==> src/rtl/opt_stim_sig.sv <==
// opt_stim_sig: toggle-channel stimulus generator with MISR response compactor.
// Drives NCH free-running toggle channels (programmable half-periods) into a
// combinational DUT for run_len cycles and folds the DUT response into a MISR,
// so two netlists of the same DUT can be compared by final signature alone.
//
// Ports:
//   clk          - single clock, rising-edge
//   sync_reset_n - synchronous active-low reset
//   start        - begin a run (honoured in IDLE/DONE only)
//   half_period  - channel i half-period at [i*PW +: PW]; 0 disables channel
//   run_len      - number of RUN cycles
//   resp         - DUT response, sampled every RUN cycle
//   stim         - registered stimulus to the DUT
//   busy         - high while running
//   done         - high once a run has completed
//   signature    - registered MISR contents
module opt_stim_sig #(
    parameter int unsigned     NCH   = 3,
    parameter int unsigned     PW    = 8,
    parameter int unsigned     RUNW  = 16,
    parameter int unsigned     RESPW = 1,
    parameter int unsigned     SIGW  = 16,
    parameter logic [SIGW-1:0] POLY  = SIGW'(16'h1021)
) (
    input  logic              clk,
    input  logic              sync_reset_n,
    input  logic              start,
    input  logic [NCH*PW-1:0] half_period,
    input  logic [RUNW-1:0]   run_len,
    input  logic [RESPW-1:0]  resp,
    output logic [NCH-1:0]    stim,
    output logic              busy,
    output logic              done,
    output logic [SIGW-1:0]   signature
);

    localparam logic [1:0] S_IDLE = 2'd0;
    localparam logic [1:0] S_RUN  = 2'd1;
    localparam logic [1:0] S_DONE = 2'd2;

    logic [1:0]             state_q,  state_d;
    logic [NCH-1:0][PW-1:0] half_q,   half_d;
    logic [NCH-1:0][PW-1:0] cnt_q,    cnt_d;
    logic [RUNW-1:0]        len_q,    len_d;
    logic [RUNW-1:0]        cyc_q,    cyc_d;
    logic [NCH-1:0]         stim_d;
    logic                   busy_d;
    logic                   done_d;
    logic [SIGW-1:0]        sig_d;

    logic [NCH-1:0][PW-1:0] cnt_step_c;
    logic [NCH-1:0]         stim_step_c;
    logic [SIGW-1:0]        sig_step_c;
    logic                   last_cyc_c;

    // Per-channel half-period counters; a disabled channel parks at 0.
    always_comb begin
        cnt_step_c  = cnt_q;
        stim_step_c = stim;
        for (int unsigned i = 0; i < NCH; i++) begin
            if (half_q[i] == '0) begin
                cnt_step_c[i]  = '0;
                stim_step_c[i] = 1'b0;
            end else if (cnt_q[i] == half_q[i] - PW'(1)) begin
                cnt_step_c[i]  = '0;
                stim_step_c[i] = ~stim[i];
            end else begin
                cnt_step_c[i]  = cnt_q[i] + PW'(1);
                stim_step_c[i] = stim[i];
            end
        end
    end

    // One MISR step: shift left, feed back POLY on MSB, fold in the response.
    always_comb begin
        sig_step_c = {signature[SIGW-2:0], 1'b0}
                   ^ (signature[SIGW-1] ? POLY : '0)
                   ^ SIGW'(resp);
    end

    // Last RUN cycle: the cycle counter reaches the latched length minus one.
    always_comb begin
        last_cyc_c = (cyc_q == len_q - RUNW'(1));
    end

    // Next-state and next-output logic.
    always_comb begin
        state_d = state_q;
        half_d  = half_q;
        len_d   = len_q;
        cnt_d   = cnt_q;
        cyc_d   = cyc_q;
        stim_d  = stim;
        busy_d  = busy;
        done_d  = done;
        sig_d   = signature;

        case (state_q)
            S_IDLE, S_DONE: begin
                if (start) begin
                    half_d = half_period;
                    len_d  = run_len;
                    cnt_d  = '0;
                    cyc_d  = '0;
                    stim_d = '0;
                    sig_d  = '0;
                    if (run_len == '0) begin
                        state_d = S_DONE;
                        busy_d  = 1'b0;
                        done_d  = 1'b1;
                    end else begin
                        state_d = S_RUN;
                        busy_d  = 1'b1;
                        done_d  = 1'b0;
                    end
                end
            end

            S_RUN: begin
                cnt_d  = cnt_step_c;
                stim_d = stim_step_c;
                sig_d  = sig_step_c;
                cyc_d  = cyc_q + RUNW'(1);
                if (last_cyc_c) begin
                    // Final MISR update has been taken above; park the channels.
                    state_d = S_DONE;
                    stim_d  = '0;
                    busy_d  = 1'b0;
                    done_d  = 1'b1;
                end
            end

            default: begin
                state_d = S_IDLE;
                stim_d  = '0;
                busy_d  = 1'b0;
                done_d  = 1'b0;
            end
        endcase
    end

    // State and output registers.
    always_ff @(posedge clk) begin
        if (!sync_reset_n) begin
            state_q   <= S_IDLE;
            half_q    <= '0;
            len_q     <= '0;
            cnt_q     <= '0;
            cyc_q     <= '0;
            stim      <= '0;
            busy      <= 1'b0;
            done      <= 1'b0;
            signature <= '0;
        end else begin
            state_q   <= state_d;
            half_q    <= half_d;
            len_q     <= len_d;
            cnt_q     <= cnt_d;
            cyc_q     <= cyc_d;
            stim      <= stim_d;
            busy      <= busy_d;
            done      <= done_d;
            signature <= sig_d;
        end
    end

endmodule

==> config.mk <==
export PLATFORM = sky130hd
export DESIGN_NAME = opt_stim_sig
export DESIGN_NICKNAME = d
export VERILOG_FILES = /design/src/rtl/opt_stim_sig.sv
export SDC_FILE = /design/constraint.sdc
export NUM_CORES = 1
export LEC_CHECK = 0
export ABC_AREA = 1
export CAP_MARGIN = 10
export CORE_MARGIN = 4
export CORE_UTILIZATION = 30
export DETAILED_ROUTE_END_ITERATION = 16
export GPL_TIMING_DRIVEN = 0
export PLACE_DENSITY = 0.58
export RECOVER_POWER = 25
export REMOVE_ABC_BUFFERS = 1
export SLEW_MARGIN = 20
export SYNTH_ARGS = -nofsm -noshare
export SYNTH_HDL_FRONTEND = slang
export SYNTH_SLANG_ARGS = --single-unit
==> constraint.sdc <==
create_clock -name clk -period 2.45 [get_ports clk]
set_input_delay 0.49 -clock clk [delete_from_list [all_inputs] [get_ports clk]]
set_output_delay 0.49 -clock clk [all_outputs]
set_load 0.1 [all_outputs]
# Word level (Yosys, flattened, before mapping)
# Index checks and enable logic that the tools add are counted.
# word_totals
reg_bits	103
inputBits	44
out_inout_bits	21
wordCells	85
# op_classes
add_sub_neg	8
eq_ne	11
muxes	33
n_bitwise	5
reduce_logical	13
# op_table
operator	n
one-hot mux 16 bit (2 select lines)	2
two-way mux 8 bit	6
one-hot mux 24 bit (2 select lines)	1
adder 8 x 1 -> 8 bit, second input constant	3
== test 8 bit	3
zero test 8 bit	3
two-way mux 24 bit	1
subtractor 8 x 1 -> 8 bit, second input constant	3
adder 16 x 1 -> 16 bit, second input constant	1
== test 16 bit	1
zero test 16 bit	1
two-way mux 16 bit	1
subtractor 16 x 1 -> 16 bit, second input constant	1
XOR 16 x 1 -> 16 bit	1
XOR 16 x 13 -> 16 bit	1
two-way mux 13 bit	1
two-way mux 1 bit	12
!= test 4 bit, second input constant	3
AND reduction 2 bit	6
two-way mux 2 bit	3
two-way mux 3 bit	2
one-hot mux 3 bit (2 select lines)	1
!= test 2 bit, second input constant	2
one-hot mux 1 bit (2 select lines)	2
other kinds (7)	9

# Logic depth before layout (Yosys ltp)
# Gate-level depths: netlist of run 1.
# logic_depth
word_depth	6
ltp_mapped	17
depth_no_buf	17

# Least setup slack after synthesis of run 1
# Ideal clock, no wire load.
# synth_timing
path_kind	register to register
startpoint	register done (netlist name)
endpoint	register signature[15]
setup_time_ns	0.070
arrival_time_ns	2.071
t_required_ns	2.380
setup_slack_ns	0.308
stages_incl_launch_ff	7
n_path_buf	2
period_less_slack_ns	2.142
cell_sequence	dfxtp_1 -> nor2_4 -> nor2_1 -> buf_2 -> buf_1 -> nand2_1 -> a21oi_1
# synth_lines
item	line	text
end signal: assignment	163	signature <= sig_d;
end: declaration	34	output logic [SIGW-1:0] signature

# Worst setup path in the final report of run 1
# layout_timing
startpoint	register stim[1]
endpoint	output port stim[1]
# layout_lines
item	line	text
start: declaration	31	output logic [NCH-1:0] stim,
start signal: assignment	160	stim <= stim_d;
# No word-level cell between the ends.

==> metrics.md, run 1 <==
| Metric | Value |
|---|---|
| Outcome | finished, final reports clean |
| Total of endpoints with negative setup slack in the final report | 0 |
| Area growth syn-to-layout | 22.03% |
| Antenna violation net count after detailed routing | 0 |
| WL per Instance | 12.22 um |
| Post-DP HPWL | 10.44 mm |
| Drt first-iter violations | 275 |
| Crit-path max FO | 2 |
| Vias | 5649 |
| Source of the critical timing path | stim[1] |
| Quantity of hold-fixing buffers added after cts | 0 |
| Tcrit/Tclk final | 97.79% |
| Number of diodes | 0 |
| Static leakage power | 2.968 nW |
| Hold Startpoint | busy |
| Count of buffer and inverter cells on the critical path | 1 |
| CTS H-tree depth | 3 |
| Required time worst endpoint | 1960 ps |
| Primary FF master, synth | dfxtp_1 |
| Wire length of the first global-routing pass | 24.82 mm |
| Number of synthesized flops with an enable pin | 0 |
| Clock transition time at the flip-flop clock pins of the worst setup and hold paths | 70 ps |
| Placed cell areas | 0.006725 mm^2 |
| Clock network latency to the later pin of the worst-skew pair | 350 ps |
| Arrival time of data at the critical path endpoint | 1910 ps |
| Die Wd | 147.2 um |
| Total chip power | 4.759 mW |
| Total iterations of the first detailed-routing run | 5 |
| Overflow left after global routing | 0 |
| Unique cell type count in the Yosys netlist | 40 |
| Maximum operating frequency | 0.4174 GHz |
| Seq/Total Area, Yosys | 35.10% |
| Cell area power density | 670.4 mW/mm^2 |
| Maximum number of pins on one net before global-route repair | 78 |
| Worst vdd ir | 0.4021 mV |
| Overall global routing resource usage | 13.88% |
| Num ports | 65 |
| Num CTS Buffers | 9 |
| Hold violation total from the final report | 0 |
| Ys Warns | 0 |
| Family of cells with the greatest summed delay on the critical path | buffers and inverters |
| Number of buffers inserted by port buffering | 64 |
| Total Die Area | 0.02168 mm^2 |
| CTS tree | done |
| Clock sink total | 102 |
| Number of antenna violations at the first check in global routing | 1 |
| Final nets | 1013 |
| Final critical-path required period | 2396 ps |
| Nature of the critical path startpoint | register |
| Final cell area excluding filler cells | 0.007098 mm^2 |
| Class of the worst hold path | register to register |
| Number of global-route vias before repair | 5145 |
| Startpoint of the lowest-slack register-to-register path | half_q[0] |
| Routability Congestion | 0.8314 |
| Cell-by-cell trace of the critical path | clkdlybuf4s50_1 |
| Number of filler instances in the final layout | 2052 |
| Clock root buffer | clkbuf_16 |
| FP Rows | 50 |
| Total length of routed wires | 14.96 mm |
| Nature of the critical path endpoint | primary output |
| Starting utilization of the core area | 30.79% |
| Number of slew-limit violations in the final report | 0 |
| Syn_area_per_cell | 6.470 um^2 |
| Synthesized cell area | 0.005817 mm^2 |
| Rel. slew slack | 31.92% |
| Delay of the slowest cell on the worst path | 1160 ps |
| Chip height | 147.2 um |
| Detailed-route vias per instance | 4.615 |
| Max Cap Violations | 0 |
| Least-Margin Pin Slew | 1018 ps |
| Count of unresolved DRC violations after routing | 0 |
| Share of layout cells above drive strength 1 | 7.054% |
| Flip-flop and latch count after synthesis | 102 |
| Clk buf depth | 2 |
| Synthesized netlist cell count | 899 |
| Classification of the worst setup path | register to primary output |
| Worst clock skew on the final layout | 6.184 ps |
| Slowest library cell on the worst path | clkdlybuf4s50_1 |
| Floorplan Core Area | 0.01889 mm^2 |
| Async SR Flop Fraction | 0% |
| RSZ-0062 raised after global routing | false |
-- metrics by stage --
step / TNS [ps] / worst slack, ps / hold slack (ps) / util (%) / cells
detailed placement: -22090 / -639.1 / 458.1 / 35.60 / 1198
CTS: 0 / 37.62 / 471.1 / 37.13 / 1212
global route: 0 / 8.519 / 497.1 / 37.57 / 1224
floorplan: -25630 / -1064 / 447.3 / - / 872
global placement: -167680 / -2674 / 458.3 / 35.26 / 1196
finish: 0 / 54.16 / 467.8 / 37.57 / 1224
-- cell families (layout without fill, tap and decap cells) --
logic type | count (synthesis) | count (layout) | synth area share, %
and+or+nand+nor | 460 | 461 | 34.59
xor gates and xnor gates | 29 | 29 | 4.366
DFF | 102 | 102 | 35.10
AOI/OAI and AO/OA | 167 | 167 | 15.32
adders and majority gates | 8 | 8 | 1.721
buffers and inverters | 133 | 197 | 8.905
-- final cells by class --
type                    count  area [um^2]  area share (%)
flip-flops and latches    102         2042           28.77
repair buffers             77        762.0           10.74
clock inverters             4        48.80          0.6875
multi-input cells         665         3281           46.22
inverters                 106        400.4           5.641
clock buffers              10        239.0           3.367
well taps                 260        325.3           4.583
-- cells in the final DEF, fill, tap and decap left out, types with 5 or more instances in the layout --
cell type	synthesis	final
inv_2	9	9
a21oi_1	83	83
nor2_1	115	113
nand4_1	14	14
buf_4	0	9
clkbuf_16	0	9
nor3_1	6	6
ha_1	8	7
nand3_1	54	54
a211oi_1	6	6
clkdlybuf4s50_1	0	58
inv_1	97	96
dfxtp_1	102	102
nand2_1	233	233
o21ai_0	61	61
nor2_2	12	13
xor2_1	16	16
xnor2_1	13	13
nor4_1	5	5
-- path summary, 6_finish.rpt --
path              to  slack [ps]  cells after the start
min reg2reg     busy         470                      2
min             busy         470                      2
max          stim[1]          50                      1
max reg2reg  stim[0]         310                     15
-- flip-flops by register name, summed over array words and instances, names as in the netlist --
signal / flops
cnt_q: 24
half_q: 24
cyc_q: 16
len_q: 16
signature: 16
stim: 3
busy: 1
done: 1
state_q: 1
-- per-layer routing --
metal / part of all wire [%] / routed length, um / GRT usage [%]
met5: 0.047 / 7 / 0
met4: 1.2 / 181 / 3.821
met3: 5.3 / 796 / 4.072
met2: 45 / 6782 / 22.65
met1: 48 / 7193 / 17.94
-- synth_stat cells, drive strengths merged (3+ instances only) --
cell type / number / area [um^2]
nand2: 239 / 922.1
nor2: 130 / 549.3
inv: 106 / 397.9
dfxtp: 102 / 2042
a21oi: 84 / 424.2
o21ai: 62 / 310.3
nand3: 55 / 280.3
clkbuf: 21 / 78.83
xor2: 16 / 140.1
nand4: 14 / 87.58
xnor2: 13 / 113.9
nor3: 9 / 72.57
ha: 8 / 100.1
a211oi: 6 / 45.04
buf: 6 / 41.28
nor4: 5 / 31.28
a22oi: 4 / 30.03
nand3b: 4 / 42.54
a311oi: 3 / 26.28
o22ai: 3 / 18.77
-- repair_timing --
item | CTS | global route
setup endpoints to repair | 15 | 14
pin swaps | 0 | 2
buffers inserted | 0 | 11
cloned | 0 | 1
resized for setup | 3 | 3
-- where the power goes --
part | internal (mW) | total (mW) | switching, mW | leakage (nW)
Combinational | 0.506 | 1.43 | 0.928 | 1.99
Sequential | 1.77 | 1.88 | 0.111 | 0.833
Clock | 0.808 | 1.44 | 0.637 | 0.144
Total | 3.08 | 4.76 | 1.68 | 2.97
(Power assumes the default switching activity.)
==> inputs of run 2 (changes only) <==
--- a/config.mk
+++ b/config.mk
@@ -11,7 +11,6 @@
 export CORE_UTILIZATION = 30
 export DETAILED_ROUTE_END_ITERATION = 16
 export GPL_TIMING_DRIVEN = 0
-export PLACE_DENSITY = 0.58
 export RECOVER_POWER = 25
 export REMOVE_ABC_BUFFERS = 1
 export SLEW_MARGIN = 20
==> run 2 against run 1 <==
Net effect: the run now ends with capacitance limit, slew limit left; first-iteration DRC count grew 40%; clock skew grew 2.7 ps; utilization grew 0.066 points; power grew 2.7%; non-clock buffer count shrank 5; clock-buffer cell count grew 1; largest cell class unchanged; largest power group unchanged.
==> metrics.md, run 2 (synthesis gave the netlist of run 1 again) <==
| Metric | Value |
|---|---|
| Area growth syn-to-layout | 22.24% |
| Least-Margin Pin Slew | 1543 ps (+524.6 ps) |
| Clock network latency to the later pin of the worst-skew pair | 350 ps (about the same) |
| Num CTS Buffers | 9 (unchanged) |
| Share of layout cells above drive strength 1 | 6.660% (-0.39 points) |
| Most common cell after layout, fill and taps aside | nand2_1 |
| Comb pwr share | 28.6% (-1.5 points) |
| Post-DP HPWL | 10.22 mm (-2.1%) |
| Die Wd | 147.2 um (unchanged) |
| Cell area power density | 687.5 mW/mm^2 (+2.6%) |
| Arrival time of data at the critical path endpoint | 1880 ps (-30 ps) |
| Failing checks | capacitance limit, slew limit |
| Switching power of the nets | 1.684 mW (+0.49%) |
| Detailed-route vias per instance | 4.575 (-0.86%) |
| Clock transition time at the flip-flop clock pins of the worst setup and hold paths | 70 ps (about the same) |
| Clock sink total | 102 (unchanged) |
| Clock share of power | 32.9% (+2.6 points) |
| Total chip power | 4.889 mW (+2.7%) |
| CTS H-tree depth | 3 (unchanged) |
| Final core occ | 37.64% (+0.066 points) |
| Number of standard cells in the layout, taps in and fillers out | 1222 (-0.16%) |
| Clk buf depth | 2 (unchanged) |
| Most frequent cells in the layout | nand2_1 (233), nor2_1 (113), dfxtp_1 (102), inv_1 (97), a21oi_1 (83) |
| Slowest library cell on the worst path | clkdlybuf4s50_1 |
| Outcome | finished with violations |
| Overflow left after global routing | 0 (unchanged) |
| CTS tree | done |
| Starting utilization of the core area | 30.79% (unchanged) |
| Class of the worst hold path | register to register |
| Max Cap Violations | 1 (+1) |
| Number of antenna violations at the first check in global routing | 1 (unchanged) |
| Required time worst endpoint | 1960 ps (about the same) |
| Registers with the most flip-flops | cnt_q (24), half_q (24) |
| Overall global routing resource usage | 13.39% (-0.49 points) |
| Total iterations of the first detailed-routing run | 5 (unchanged) |
| Wire length of the first global-routing pass | 24.17 mm (-2.6%) |
| Cell-by-cell trace of the critical path | clkdlybuf4s50_1 |
| Count of buffer and inverter cells on the critical path | 1 (unchanged) |
| Total of endpoints with negative setup slack in the final report | 0 (unchanged) |
| Static leakage power | 2.972 nW (+0.13%) |
| FP Rows | 50 (unchanged) |
| Rel. slew slack | -2.953% (-35 points) |
| Family of cells with the greatest summed delay on the critical path | buffers and inverters |
| Antenna violation net count after detailed routing | 0 (unchanged) |
| Fraction of power consumed by sequential logic | 38.5% (-1.0 points) |
| Total Die Area | 0.02168 mm^2 (unchanged) |
| Routability Congestion | 0.8454 (+1.7%) |
| Number of buffers inserted by port buffering | 64 (unchanged) |
| Maximum operating frequency | 0.4213 GHz (+0.93%) |
| Classification of the worst setup path | register to primary output |
| Hold violation total from the final report | 0 (unchanged) |
| RSZ-0062 raised after global routing | false |
| WL per Instance | 11.95 um (-2.2%) |
| Crit-path max FO | 2 (unchanged) |
| Tcrit/Tclk final | 96.89% (-0.90 points) |
| # placed instances | 1198 (unchanged) |
| Number of filler instances in the final layout | 2098 (+2.2%) |
| Worst vdd ir | 0.4268 mV (+6.1%) |
| Final critical-path required period | 2374 ps (-22.12 ps) |
| Delay of the slowest cell on the worst path | 1150 ps (about the same) |
| Num ports | 65 (unchanged) |
| Nature of the critical path endpoint | primary output |
| Count of unresolved DRC violations after routing | 0 (unchanged) |
| Nature of the critical path startpoint | register |
| Worst clock skew on the final layout | 8.846 ps (+2.662 ps) |
| Number of slew-limit violations in the final report | 46 (+46) |
| Power Internal | 3.205 mW (+4.0%) |
| Switching Share | 34.44% (-0.77 points) |
| Total length of routed wires | 14.61 mm (-2.4%) |
| Maximum number of pins on one net before global-route repair | 78 (unchanged) |
| Clock root buffer | clkbuf_16 |
| Chip height | 147.2 um (unchanged) |
| Drt first-iter violations | 384 (+40%) |
| Number of global-route vias before repair | 5113 (-0.62%) |
| Vias | 5591 (-1.0%) |
| Floorplan Core Area | 0.01889 mm^2 (unchanged) |
| Final nets | 1008 (-0.49%) |
==> run 2: final cells by class <==
cell class	count	area (um^2)	share of cell area (%)
repair buffers	72	730.7	10.28
multi-input cells	665	3278	46.10
inverters	106	400.4	5.631
well taps	260	325.3	4.575
clock buffers	11	252.7	3.554
diodes	1	2.502	0.03519
flip-flops and latches	102	2042	28.72
clock inverters	5	78.83	1.109
==> run 2: tightest hold or removal path: stages (launching register included) <==
cell	delay [ps]
dfxtp_1	310
nand2_1	70
a21oi_2	40
==> run 2: timing repair <==
item,4_1_cts,5_1_grt
buffers inserted,0,6
hold buffers,0,0
gates cloned,0,1
endpoints found under the setup margin,14,12
pin swaps,0,2
resized for setup,3,2
==> run 2: power groups by stage <==
stage	registers (mW)	clock network [mW]	logic, mW
after floorplan	2.00	0	0.891
after global placement	1.92	0	1.34
after detailed placement	1.92	0	1.38
after CTS	1.88	1.68	1.38
after global routing	1.90	1.72	1.59
final	1.88	1.61	1.40
==> run 2: final timing paths <==
kind	start	endpoint	slack (ps)	depth (start not counted)
worst min-delay path	busy	busy	470	2
worst max register to register	len_q[0]	stim[2]	330	16
worst min register to register	busy	busy	470	2
worst max-delay path	stim[1]	stim[1]	80	1
==> run 2: per-layer routing <==
layer | vias up | wire length, um | GRT usage, %
li1 | 3022 | - | -
met3 | 14 | 718 | 3.671
met2 | 96 | 6621 | 21.89
met5 | - | 0 | 0
met4 | 0 | 198 | 4.007
met1 | 2459 | 7070 | 17.28
==> run 2: metrics by stage <==
| step | cell area (um^2) | hold slack, ps | setup slack [ps] | TNS [ps] |
|---|---|---|---|---|
| detailed placement | 6718 | 465.0 | -629.2 | -22180 |
| global route | 7111 | 496.1 | 9.027 | 0 |
| floorplan | 5697 | 447.3 | -1064 | -25630 |
| finish | 7111 | 472.8 | 76.28 | 0 |
| CTS | 7052 | 477.7 | -25.69 | -25.69 |
| global placement | 6663 | 458.1 | -2676 | -164030 |
